===== src/rtl/mem_stage_ctrl_pkg.sv =====
// Shared types for the rv32i MEM stage: FSM states, load/store funct3 codes and the
// EX/MEM and MEM/WB pipeline register layouts.
package mem_stage_ctrl_pkg;

  // Pipeline registers are sized for the widest data bus; narrower buses use the low lanes.
  localparam int MAX_DATA_W = 64;
  localparam int MAX_MASK_W = MAX_DATA_W / 8;

  typedef enum logic {
    IDLE,
    WAIT
  } mem_fsm_state_t;

  localparam logic [2:0] F3_LB  = 3'b000;
  localparam logic [2:0] F3_LH  = 3'b001;
  localparam logic [2:0] F3_LW  = 3'b010;
  localparam logic [2:0] F3_LBU = 3'b100;
  localparam logic [2:0] F3_LHU = 3'b101;
  localparam logic [2:0] F3_SH  = 3'b001;
  localparam logic [2:0] F3_SW  = 3'b010;

  typedef struct packed {
    logic                  valid;
    logic [31:0]           pc;
    logic [31:0]           inst;
    logic [31:0]           alu_out;
    logic [31:0]           mem_addr;
    logic [MAX_MASK_W-1:0] rmask;
    logic [MAX_MASK_W-1:0] wmask;
    logic [MAX_DATA_W-1:0] wdata;
    logic [4:0]            rd_addr;
    logic                  regf_we;
  } ex_mem_stage_reg_t;

  typedef struct packed {
    logic                  valid;
    logic [31:0]           pc;
    logic [31:0]           inst;
    logic [31:0]           alu_out;
    logic [31:0]           mem_addr;
    logic [MAX_MASK_W-1:0] rmask;
    logic [MAX_MASK_W-1:0] wmask;
    logic [MAX_DATA_W-1:0] wdata;
    logic [4:0]            rd_addr;
    logic                  regf_we;
    logic [31:0]           mem_rdata;
    logic                  mem_fault;
  } mem_wb_stage_reg_t;

  // The low two funct3 bits give the access size for loads and stores alike.
  function automatic logic accessMisaligned(input logic [2:0] funct3, input logic [1:0] addrLo);
    return ((funct3[1:0] == F3_SH[1:0]) && addrLo[0]) ||
           ((funct3[1:0] == F3_SW[1:0]) && (addrLo != 2'b00));
  endfunction

  function automatic mem_wb_stage_reg_t toMemWb(input ex_mem_stage_reg_t ex,
                                                input logic [31:0]       rdata,
                                                input logic              fault,
                                                input logic              clearMasks);
    mem_wb_stage_reg_t wb;
    wb.valid     = ex.valid;
    wb.pc        = ex.pc;
    wb.inst      = ex.inst;
    wb.alu_out   = ex.alu_out;
    wb.mem_addr  = ex.mem_addr;
    wb.rmask     = clearMasks ? '0 : ex.rmask;
    wb.wmask     = clearMasks ? '0 : ex.wmask;
    wb.wdata     = ex.wdata;
    wb.rd_addr   = ex.rd_addr;
    wb.regf_we   = ex.regf_we;
    wb.mem_rdata = rdata;
    wb.mem_fault = fault;
    return wb;
  endfunction

endpackage


===== src/rtl/mem_stage_ctrl_load_align.sv =====
// Combinational load formatter: shifts the addressed lane down and sign/zero-extends it
// according to the load funct3.
module mem_stage_ctrl_load_align
  import mem_stage_ctrl_pkg::*;
#(
  parameter int DATA_W = 32
) (
  input  logic [DATA_W-1:0]            rdata_i,
  input  logic [$clog2(DATA_W/8)-1:0]  offset_i,
  input  logic [2:0]                   funct3_i,
  output logic [31:0]                  data_o
);

  logic [DATA_W-1:0] shifted;

  always_comb begin
    shifted = rdata_i >> {offset_i, 3'b000};
    case (funct3_i)
      F3_LB:   data_o = {{24{shifted[7]}}, shifted[7:0]};
      F3_LH:   data_o = {{16{shifted[15]}}, shifted[15:0]};
      F3_LBU:  data_o = {24'h000000, shifted[7:0]};
      F3_LHU:  data_o = {16'h0000, shifted[15:0]};
      F3_LW:   data_o = shifted[31:0];
      default: data_o = shifted[31:0];
    endcase
  end

endmodule


===== src/rtl/mem_stage_ctrl.sv =====
// Multi-cycle MEM stage: issues one dmem request per memory instruction, stalls the
// pipeline until the response (or timeout) and hands the result to the MEM/WB register.
module mem_stage_ctrl
  import mem_stage_ctrl_pkg::*;
#(
  parameter int DATA_W       = 32,
  parameter int RESP_TIMEOUT = 0,
  parameter int TMO_W        = 16
) (
  input  logic                clk,
  input  logic                rst,
  input  ex_mem_stage_reg_t   ex_mem_stage_reg_i,
  output mem_wb_stage_reg_t   mem_wb_stage_reg_o,
  output logic                mem_stall_o,
  output logic [31:0]         dmem_addr_o,
  output logic [DATA_W/8-1:0] dmem_rmask_o,
  output logic [DATA_W/8-1:0] dmem_wmask_o,
  output logic [DATA_W-1:0]   dmem_wdata_o,
  input  logic [DATA_W-1:0]   dmem_rdata_i,
  input  logic                dmem_resp_i,
  output logic                mem_misaligned_o,
  output logic                mem_timeout_o
);

  localparam int MASK_W = DATA_W / 8;
  localparam int OFF_W  = $clog2(MASK_W);

  mem_fsm_state_t    state_q, state_d;
  ex_mem_stage_reg_t holdReg_q, holdReg_d;
  logic [TMO_W-1:0]  tmoCnt_q, tmoCnt_d;
  logic              timeout_q, timeout_d;

  ex_mem_stage_reg_t exIn;
  logic              isMemOp;
  logic              isMisaligned;
  logic              tmoHit;
  logic [31:0]       loadData;
  logic [31:0]       respData;

  assign exIn         = ex_mem_stage_reg_i;
  assign isMemOp      = exIn.valid && ((exIn.rmask[MASK_W-1:0] | exIn.wmask[MASK_W-1:0]) != '0);
  assign isMisaligned = accessMisaligned(exIn.inst[14:12], exIn.mem_addr[1:0]);
  assign tmoHit       = (RESP_TIMEOUT > 0) && (tmoCnt_q == TMO_W'(RESP_TIMEOUT - 1));

  mem_stage_ctrl_load_align #(
    .DATA_W(DATA_W)
  ) u_load_align (
    .rdata_i (dmem_rdata_i),
    .offset_i(holdReg_q.mem_addr[OFF_W-1:0]),
    .funct3_i(holdReg_q.inst[14:12]),
    .data_o  (loadData)
  );

  // Stores report the raw response word; only loads get lane formatting.
  assign respData      = (holdReg_q.rmask[MASK_W-1:0] != '0) ? loadData : dmem_rdata_i[31:0];
  assign mem_timeout_o = timeout_q;

  // Request, stall and result paths are combinational so a request issues in the same
  // cycle the instruction arrives and the pipeline resumes in the response cycle.
  // Reset forces every output low immediately, even mid-transaction.
  always_comb begin
    state_d            = state_q;
    holdReg_d          = holdReg_q;
    tmoCnt_d           = tmoCnt_q;
    timeout_d          = timeout_q;
    mem_wb_stage_reg_o = '0;
    mem_stall_o        = 1'b0;
    dmem_addr_o        = '0;
    dmem_rmask_o       = '0;
    dmem_wmask_o       = '0;
    dmem_wdata_o       = '0;
    mem_misaligned_o   = 1'b0;
    if (!rst) begin
      case (state_q)
        IDLE: begin
          if (isMemOp && isMisaligned) begin
            mem_misaligned_o   = 1'b1;
            mem_wb_stage_reg_o = toMemWb(exIn, '0, 1'b1, 1'b1);
          end else if (isMemOp) begin
            dmem_addr_o        = exIn.mem_addr & ~32'(MASK_W - 1);
            dmem_rmask_o       = exIn.rmask[MASK_W-1:0];
            dmem_wmask_o       = exIn.wmask[MASK_W-1:0];
            dmem_wdata_o       = exIn.wdata[DATA_W-1:0];
            mem_stall_o        = 1'b1;
            mem_wb_stage_reg_o = toMemWb(exIn, '0, 1'b0, 1'b0);
            holdReg_d          = exIn;
            tmoCnt_d           = '0;
            state_d            = WAIT;
          end else begin
            mem_wb_stage_reg_o = toMemWb(exIn, '0, 1'b0, 1'b0);
          end
        end
        WAIT: begin
          mem_stall_o        = 1'b1;
          mem_wb_stage_reg_o = toMemWb(holdReg_q, '0, 1'b0, 1'b0);
          tmoCnt_d           = tmoCnt_q + 1'b1;
          if (dmem_resp_i) begin
            mem_stall_o        = 1'b0;
            mem_wb_stage_reg_o = toMemWb(holdReg_q, respData, 1'b0, 1'b0);
            tmoCnt_d           = '0;
            state_d            = IDLE;
          end else if (tmoHit) begin
            mem_stall_o        = 1'b0;
            mem_wb_stage_reg_o = toMemWb(holdReg_q, '0, 1'b1, 1'b0);
            tmoCnt_d           = '0;
            timeout_d          = 1'b1;
            state_d            = IDLE;
          end
        end
        default: state_d = IDLE;
      endcase
    end
  end

  always_ff @(posedge clk or posedge rst) begin
    if (rst) begin
      state_q   <= IDLE;
      holdReg_q <= '0;
      tmoCnt_q  <= '0;
      timeout_q <= 1'b0;
    end else begin
      state_q   <= state_d;
      holdReg_q <= holdReg_d;
      tmoCnt_q  <= tmoCnt_d;
      timeout_q <= timeout_d;
    end
  end

endmodule

===== config.mk =====
export PLATFORM = sky130hd
export DESIGN_NAME = mem_stage_ctrl
export DESIGN_NICKNAME = d
export VERILOG_FILES = /design/src/rtl/mem_stage_ctrl_pkg.sv /design/src/rtl/mem_stage_ctrl_load_align.sv /design/src/rtl/mem_stage_ctrl.sv
export SDC_FILE = /design/constraint.sdc
export NUM_CORES = 1
export LEC_CHECK = 0
export ABC_AREA = 1
export BUFFER_PORTS_ARGS = -buffer_cell sky130_fd_sc_hd__buf_2
export CAP_MARGIN = 0
export CORE_UTILIZATION = 25
export DETAILED_ROUTE_END_ITERATION = 12
export PLACE_DENSITY = 0.58
export SYNTH_ARGS = -nofsm -noshare
export SYNTH_HDL_FRONTEND = slang
export SYNTH_SLANG_ARGS = --single-unit

===== constraint.sdc =====
create_clock -name clk -period 6.8 [get_ports clk]
set_clock_uncertainty 0.05 [all_clocks]
set_input_delay 0.34 -clock clk [delete_from_list [all_inputs] [get_ports clk]]
set_output_delay 0.34 -clock clk [all_outputs]
set_load 0.005 [all_outputs]

==> results.md <==
* Outcome: finished, final reports clean
* Class of the worst hold path: in2async
* Vias in the first global route at 13570
* Worst skew pair latency at 0.55 ns
* Yosys reg bits at 216
* Worst-path clk slew at 0.06 ns
* Syn Inst Count at 1748
* Busiest layer in global routing: met2
* Die Wd at 222.3 microns
* Sequential cell area fraction in the yosys report at 0.4454
* Wire per inst at 14.51 microns
* CP required at 6.41 ns
* Placed inst area at 0.01525 sq mm
* I/O pin count at 573
* Final setup viols at 0
* Global-route wire length before repair at 70860 microns
* Async SR Flop Fraction at 1.000
* Rel. slew slack at 0.3206
* Clock net sink count at 216
* Register area at 0.005405 sq mm
* Number of flops mapped to enable cells by yosys at 0
* Layout cell share with drive strength beyond 1 at 0.2678
* Main synth FF type: dfrtp_1
* Fmax at 249.6 MHz
* Initial antenna violation count at 3
* Final Util at 0.3768
* Fillers at 4959
* Core Area at 0.04785 sq mm
* Max Cap Violations at 0
* DR pass1 iterations at 5
* Worst-path fanout max at 185
* Clock root buffer: clkbuf_16
* Gates resized, CTS repair at 0
* Vias per cell at 4.562
* R2R Setup Slk at 3.62 ns
* Setup CP Type: reg2out
* H-tree levels at 1
* Via count at 13960
* Largest net degree at the start of global routing at 215
* Total track usage at 0.1727
* Number of placement rows at 80
* Area growth syn-to-layout at 48.55%
* Worst-Margin Slew at 1.016 ns
* Worst Setup Start Kind: flip-flop
* Die area at 0.04943 sq mm
* Most common cell after layout, fill and taps aside: buf_2
* Fin crit period at 4.006 ns
* Initial Utilization at 0.2537
* Synthesized area at 0.01214 sq mm
* Maximum vdd drop at 0.1612 mV
* Slew Limit Fails at 0
* DRT iter0 DRCs at 843
* Overflow after GRT at 0
* Critical Path AT at 3.62 ns
* CP Capture Type: output port
* Netlist cell types at 28
* Final hold violations at 0
* Synthesis Warnings at 0
* Post-route cell area at 0.01803 sq mm
* Met1 Usage GRT at 0.2118
* TritonCTS buffer count at 27
* TritonCTS clock tree: done
* Port Buffers at 569
* Routing usage on met3 at 0.03425
* Bufs on Longest Clock Path at 3
* RSZ-0062 raised after global routing: false
* DRC Markers at 0
* Final nets at 2671
* Leak pwr at 9.865 nW
* Met2 Usage GRT at 0.2985
* Die height at 222.3 microns
* Pwr dens at 262.5 mW/mm^2
* Final Cycle Share at 0.5891
* Area of the multi-input gates at 0.005254 sq mm
* Drt total wl at 44400 microns
* Setup Total Neg Slack at 0 ns
* Fin Hold WS at 0.01231 ns
* DPL Wire Length at 29890 microns
* Average size of a mapped cell at 6.943 sq um
* Commonest cells after routing, fill and taps aside: 569 x buf_2, 539 x nand2_1, 266 x o21ai_0, 218 x inv_1, 216 x dfrtp_1
* ANT nets after route at 0
* GPL Wtd Cong at 0.8536
-- path summary, 6_finish.rpt --
check | startpoint | end | depth (start not counted)
setup / recovery | state_q | dmem_wdata_o[11] | 7
hold / removal | rst | holdReg_q[166] | 2
min in group clk | ex_mem_stage_reg_i[60] | holdReg_q[60] | 3
max in group asynchronous | rst | holdReg_q[94] | 3
hold reg to reg | holdReg_q[214] | holdReg_q[214] | 2
setup reg to reg | state_q | holdReg_q[204] | 7
-- through the flow --
step | setup WS (ns) | total power, W | std cells
after floorplan | 0.4829 | 0.002706 | 1750
after global placement | 3.474 | 0.003187 | 2820
after detailed placement | 3.416 | 0.003228 | 2820
after CTS | 2.884 | 0.004791 | 3057
after global routing | 2.625 | 0.005080 | 3060
final | 2.794 | 0.004733 | 3061
-- power by group --
| group | internal [W] | total, W | switching, W |
|---|---|---|---|
| clock | 0.000841 | 0.00143 | 0.000591 |
| combinational | 0.000589 | 0.00142 | 0.000831 |
| sequential | 0.00165 | 0.00188 | 0.000230 |
-- layout make-up --
class,count,area share
antenna,4,0.0005552
clock buffer,40,0.04574
clock inverter,10,0.004025
inverter,226,0.04761
multi-input combinational,1182,0.2914
sequential,216,0.2998
tap,615,0.04268
timing repair buffer,768,0.2682
-- what timing repair did --
| item | CTS | global route |
|---|---|---|
| hold endpoints to repair | 187 | 0 |
| setup buffers | 0 | 0 |
| hold buffers | 187 | 0 |
-- synthesized netlist by cell type, types with 5 or more instances --
cell      count  area [sq um]
inv_1       219         822.0
o211ai_1      8         60.06
buf_4         9         67.56
a21oi_1      24         120.1
or2_2         7         43.79
o22ai_1       5         31.28
inv_2         7         26.28
nand3_1      42         210.2
o21ai_1     196         980.9
o21ai_0     266          1331
buf_2        51         255.2
nand2_1     540          2027
buf_1         5         18.77
dfrtp_1     216          5405
clkbuf_1     50         187.7
nor2_1       77         289.0
buf_6        11         123.9
-- kinds of logic (layout without fill, tap and decap cells) --
logic type      Yosys count  count (layout)  share of synthesized area
buf+inv                 352            1044                     0.1237
flops                   216             216                     0.4454
compound gates          501             501                     0.2098
simple gates            678             678                     0.2208
other cells               1               7                  0.0003090
-- critical path, stage by stage (launching register included) --
cell     delay, ns
dfrtp_1       0.41
nor2_4        0.51
inv_4         0.37
nor2_8        0.29
nand2_8       0.36
buf_12        0.35
nor2_1        0.25
buf_2         0.15
-- sequential cells by signal, summed over array words and instances, names as in the netlist --
register   cells
holdReg_q    215
state_q        1
-- per-layer routing --
metal / part of all wire / wire (microns) / vias up
li1: - / - / 6876
met1: 0.42 / 18530 / 6449
met2: 0.48 / 21400 / 540
met3: 0.063 / 2804 / 99
met4: 0.037 / 1661 / 0
met5: 0 / 0 / -
(Power assumes the default switching activity.)
